## config.mk

```make
export PLATFORM = sky130hd
export DESIGN_NAME = core_run_ctrl
export DESIGN_NICKNAME = d
export VERILOG_FILES = /design/src/rtl/core_run_ctrl.sv
export SDC_FILE = /design/constraint.sdc
export NUM_CORES = 1
export LEC_CHECK = 0
export BUFFER_PORTS_ARGS = -buffer_cell sky130_fd_sc_hd__buf_2
export CELL_PAD_IN_SITES_DETAIL_PLACEMENT = 1
export CELL_PAD_IN_SITES_GLOBAL_PLACEMENT = 1
export CORE_UTILIZATION = 34
export CTS_CLUSTER_DIAMETER = 40
export DETAILED_ROUTE_END_ITERATION = 7
export GPL_TIMING_DRIVEN = 0
export HOLD_SLACK_MARGIN = 0.02
export PLACE_DENSITY = 0.86
export SLEW_MARGIN = 20
export SYNTH_ARGS = -nofsm -noshare
export SYNTH_HDL_FRONTEND = slang
export SYNTH_SLANG_ARGS = --single-unit
```

## constraint.sdc

```tcl
create_clock -name clk -period 2.5 [get_ports clk]
set_clock_uncertainty 0.15 [all_clocks]
set_input_delay 0.375 -clock clk [delete_from_list [all_inputs] [get_ports clk]]
set_output_delay 0.375 -clock clk [all_outputs]
set_load 0.005 [all_outputs]
```

## src/rtl/core_run_ctrl.sv

```systemverilog
// core_run_ctrl
// -------------
// Run-sequencing controller for the single-cycle core. It owns the run enable
// into the program counter and sequences one program run: a start handshake,
// a one-cycle PC clear (ARM), execution (RUN), termination on halt, PC fault or
// watchdog, a post-run flush window (FLUSH) and a sticky done/status report
// (DONE). It also counts executed RUN cycles.
//
// Configuration macro: CORE_RUN_CTRL_TIMEOUT_EN
//   defined   : MAX_CYCLES watchdog active, status 10 on expiry, counter wraps
//               (never reached, since MAX_CYCLES < 2^CNT_W)
//   undefined : no watchdog, RUN ends only on halt or PC fault, cycle_count
//               saturates at all-ones, MAX_CYCLES is only range-checked
//
// Parameters:
//   CNT_W        width of the cycle counter
//   MAX_CYCLES   watchdog limit in RUN cycles (1 <= MAX_CYCLES < 2^CNT_W)
//   PROG_WORDS   instruction memory depth, PC >= PROG_WORDS is a fault
//   FLUSH_CYCLES length of the post-run window with run low (>= 1)
//
// Ports:
//   clk                  clock
//   reset                asynchronous, active-high reset
//   start                run request, honoured in IDLE or DONE
//   halt_decoded         instruction at the current PC is HALT
//   pc                   current program counter (unsigned compare)
//   should_run_processor registered run enable to the PC and core
//   busy                 high in ARM, RUN and FLUSH
//   done                 high in DONE
//   status               00 none, 01 halted, 10 timeout, 11 PC out of range
//   cycle_count          RUN cycles in the current or last run

module core_run_ctrl #(
  parameter int CNT_W        = 16,
  parameter int MAX_CYCLES   = 4096,
  parameter int PROG_WORDS   = 256,
  parameter int FLUSH_CYCLES = 2
) (
  input  logic             clk,
  input  logic             reset,
  input  logic             start,
  input  logic             halt_decoded,
  input  logic [31:0]      pc,
  output logic             should_run_processor,
  output logic             busy,
  output logic             done,
  output logic [1:0]       status,
  output logic [CNT_W-1:0] cycle_count
);

  typedef enum logic [2:0] {
    S_IDLE  = 3'd0,
    S_ARM   = 3'd1,
    S_RUN   = 3'd2,
    S_FLUSH = 3'd3,
    S_DONE  = 3'd4
  } state_t;

  localparam logic [1:0] ST_NONE    = 2'b00;
  localparam logic [1:0] ST_HALTED  = 2'b01;
  localparam logic [1:0] ST_TIMEOUT = 2'b10;
  localparam logic [1:0] ST_FAULT   = 2'b11;

  // The flush counter only has to hold FLUSH_CYCLES-1.
  localparam int FL_W = (FLUSH_CYCLES > 1) ? $clog2(FLUSH_CYCLES) : 1;
  localparam logic [FL_W-1:0] FLUSH_LOAD = FL_W'(FLUSH_CYCLES - 1);
  localparam logic [31:0]     PROG_LIMIT = 32'(PROG_WORDS);
  localparam logic [CNT_W-1:0] CNT_LAST  = CNT_W'(MAX_CYCLES - 1);
  localparam logic [CNT_W-1:0] CNT_MAX   = {CNT_W{1'b1}};

  // Reject parameter sets the sequencing cannot honour.
  if (FLUSH_CYCLES < 1) begin : g_bad_flush
    $error("core_run_ctrl: FLUSH_CYCLES must be at least 1");
  end
  if (MAX_CYCLES < 1 || (CNT_W < 32 && MAX_CYCLES >= (1 << CNT_W))) begin : g_bad_max
    $error("core_run_ctrl: MAX_CYCLES must satisfy 1 <= MAX_CYCLES < 2^CNT_W");
  end

  state_t          state_q;
  logic            run_q;
  logic            busy_q;
  logic            done_q;
  logic [1:0]      status_q;
  logic [CNT_W-1:0] count_q;
  logic [FL_W-1:0] flush_q;

  logic            pc_fault;
  logic            timeout_hit;
  logic            run_end;
  logic [1:0]      status_d;
  logic [CNT_W-1:0] count_d;

  assign pc_fault = (pc >= PROG_LIMIT);

`ifdef CORE_RUN_CTRL_TIMEOUT_EN
  // The watchdog fires on the MAX_CYCLES-th RUN cycle, i.e. when the count
  // before this cycle's increment is MAX_CYCLES-1. The counter can never
  // reach all-ones first, so a plain increment is enough.
  assign timeout_hit = (count_q == CNT_LAST);
  assign count_d     = count_q + 1'b1;
`else
  // Without a watchdog a run can last arbitrarily long, so the counter
  // saturates rather than wrapping to a misleading small value.
  assign timeout_hit = 1'b0;
  assign count_d     = (count_q == CNT_MAX) ? count_q : count_q + 1'b1;
`endif

  assign run_end = pc_fault | halt_decoded | timeout_hit;

  // Termination priority: PC fault beats halt, halt beats the watchdog.
  always_comb begin
    status_d = ST_NONE;
    if (pc_fault) begin
      status_d = ST_FAULT;
    end else if (halt_decoded) begin
      status_d = ST_HALTED;
    end else if (timeout_hit) begin
      status_d = ST_TIMEOUT;
    end
  end

  // Run sequencer. Every output is a register updated on the same edge as the
  // state transition it belongs to, so run drops on the very edge that samples
  // the terminating event, and done/busy change on the edge entering or
  // leaving DONE. Reset drops everything immediately, including mid-run.
  always_ff @(posedge clk or posedge reset) begin
    if (reset) begin
      state_q  <= S_IDLE;
      run_q    <= 1'b0;
      busy_q   <= 1'b0;
      done_q   <= 1'b0;
      status_q <= ST_NONE;
      count_q  <= '0;
      flush_q  <= '0;
    end else begin
      case (state_q)
        S_IDLE, S_DONE: begin
          if (start) begin
            state_q  <= S_ARM;
            busy_q   <= 1'b1;
            done_q   <= 1'b0;
            status_q <= ST_NONE;
            count_q  <= '0;
          end
        end
        S_ARM: begin
          state_q <= S_RUN;
          run_q   <= 1'b1;
        end
        S_RUN: begin
          count_q <= count_d;
          if (run_end) begin
            state_q  <= S_FLUSH;
            run_q    <= 1'b0;
            status_q <= status_d;
            flush_q  <= FLUSH_LOAD;
          end
        end
        S_FLUSH: begin
          if (flush_q == '0) begin
            state_q <= S_DONE;
            busy_q  <= 1'b0;
            done_q  <= 1'b1;
          end else begin
            flush_q <= flush_q - 1'b1;
          end
        end
        default: begin
          state_q <= S_IDLE;
          run_q   <= 1'b0;
          busy_q  <= 1'b0;
          done_q  <= 1'b0;
        end
      endcase
    end
  end

  assign should_run_processor = run_q;
  assign busy                 = busy_q;
  assign done                 = done_q;
  assign status               = status_q;
  assign cycle_count          = count_q;

endmodule
```

==> reports/results.ini <==
[critical_path]
critPathTopFamily = simple AND/OR/NAND/NOR gates
path_buf_inv = 1
cp.required_ps = 2520
critical_path_depth = 6
end_kind = flip-flop
timing.critical_path.cells = nand4_2 > or3_1 > buf_6 > o31ai_4 > or4_1 > a21boi_1
rr_worst_depth = 6
arrival_ps = 2200
crit_fanout = 8
critPathLaunchType = flip-flop
cp_slowest_stage_delay_ps = 500
critPathKind = flip-flop to flip-flop
slowest_stage = dfrtp_1

[power]
power_density_nw_per_um2 = 919.4
power_leakage_nw = 0.7866
peakVddDrop_mv = 0.3728

[sta]
finalMaxSlewViolations = 0
hold_violations = 0
rsz0062_at_grt = no
period_minus_slack_ps = 2184
fmaxAchievable_mhz = 457.9
post-route-period-util = 0.8735
finalSetupViolCount = 0
setup_tns_ps = 0
slew_headroom = 0.3872
worst_slew_pin_slew_ps = 913.5

[clock_tree]
h-tree-depth = 1
cts_tree = yes
post_cts_buffers = 0
cts.sinks = 25
cts-root-buf = clkbuf_8
cts_resized = 0
clockBufferDepth = 2
postCtsHoldBufs = 0
clk_latency_ps = 280
clk_pin_slew_ps = 100
cts-buffers-inserted = 3

[grt]
first_global_vias = 1480
overflow = 0
antenna_found_initial = 0
grt_max_degree = 26
grt_pass1_wl_microns = 6651
grtUsageTotal = 0.2016

[cells_and_area]
nets = 250
final_cells = 260
drive_above_1_share = 0.2783
antenna_cells = 0
area_growth_pct = 25.34
utilization = 0.4579

[floorplanning]
core_sq_um = 3771
num_rows = 22
start_util = 0.3653
dieArea_sq_um = 4310
dieHeight_microns = 65.65
die_w_microns = 65.65
io_pins = 57

[yosys]
synth.most_common_cell = dfrtp_1
synth_cell_types = 33
ys_warn_count = 0
synth_area_leaders = dfrtp_1, o21ai_0, nand2_1
synthTopCellsByCount = dfrtp_1, nand2_1, o21ai_0
synth_top_area_frac = 0.4541
ys.flop_type = dfrtp_1
synth-edff-count = 0
syn_nets = 197
synth_top_cell_by_area = dfrtp_1
ys_seq_area_frac = 0.4541
async_flop_share = 1.000
ys_seq_elements = 25
avgSynthCellArea_sq_um = 8.610
syn_inst = 160
syn-cell-area_sq_um = 1378

[run]
max_cap_violations = 0

[placed_design]
io_buffers = 48
dp.final_hpwl_microns = 2998
gp_congestion = 0.8088
dp_cells = 256

[drt]
first_pass_iters = 4
vias = 1468
wl_per_cell_microns = 15.08
via_per_inst = 5.646
drt_iter0_markers = 53
antenna_left = 0
drcViolationCount = 0
wirelength_microns = 3921

[run_status]
status = completed

[hold_path]
hold_class = input pin to async pin

[stage by stage]
| step | area [sq um] | power (mW) | hold WS, ps | setup slack, ps |
|---|---|---|---|---|
| after floorplan | 1378 | 1.066 | 252.3 | 556.0 |
| after global placement | 1678 | 1.306 | 309.2 | 364.1 |
| after detailed placement | 1678 | 1.341 | 330.7 | 327.8 |
| after CTS | 1727 | 1.602 | 206.9 | 312.6 |
| after global routing | 1727 | 1.723 | 81.90 | 132.8 |
| final | 1727 | 1.587 | 13.97 | 316.3 |
[path summary, 6_finish.rpt]
kind,from,end,slack [ps]
setup / recovery,cycle_count[7],cycle_count[10],320
hold / removal,reset,state_q[0],10
setup reg to reg,cycle_count[7],cycle_count[10],320
hold reg to reg,status[1],status[1],350
max in group asynchronous,reset,cycle_count[12],1760
min in group clk,start,state_q[2],260
[cells by family after synthesis]
| family | after synthesis | synth area share |
|---|---|---|
| adder cells (fa/ha/maj) | 1 | 0.009081 |
| AO/OA/AOI/OAI | 48 | 0.2162 |
| multiplexers | 1 | 0.007266 |
| flip-flops | 25 | 0.4541 |
| AND/OR/NAND/NOR | 77 | 0.2861 |
| buffers and inverters | 8 | 0.02724 |
[worst reg2reg max path, stage by stage (launching register included)]
cell	delay (ps)
dfrtp_1	500
nand4_2	220
or3_1	400
buf_6	150
o31ai_4	410
or4_1	190
a21boi_1	60
[routing by layer]
metal | up-vias | share of wire | GRT usage
met5 | - | 0 | 0
met4 | 0 | 0.0089 | 0.05707
met3 | 4 | 0.051 | 0.02604
met2 | 53 | 0.50 | 0.3584
met1 | 710 | 0.44 | 0.2511
li1 | 701 | - | -
[flip-flops by register name, summed over array words and instances (netlist names)]
register,count
flush_q,1
should_run_processor,1
cycle_count,16
status,2
busy,1
state_q,3
done,1
[where the power goes]
part | internal (mW) | leakage [nW] | switching [mW]
logic | 0.252 | 0.439 | 0.431
clock network | 0.113 | 0.0217 | 0.148
registers | 0.519 | 0.325 | 0.125
[placed cells by master (no fill, tap or decap), drive strengths merged, types with 2 or more instances in the layout]
cell type  instances
buf               49
dfrtp             25
nand2             24
o21ai             19
a21oi             15
nor2              13
nor4               9
nand3              7
clkbuf             6
nand4              5
nand2b             4
or4                4
o31ai              4
inv                3
nor3               3
and3               3
or3                2
o211ai             2
or2                2
a41oi              2
o311ai             2
[layout make-up]
class	instances	area, sq um
plain buffers	4	22.52
flip-flops and latches	25	625.6
clock buffers	3	41.29
well taps	48	60.06
repair buffers	48	240.2
inverters	4	15.01
clock inverters	1	7.507
multi-input cells	127	714.4
fillers	473	2044
Note: power is estimated with default switching activity, not from simulation.
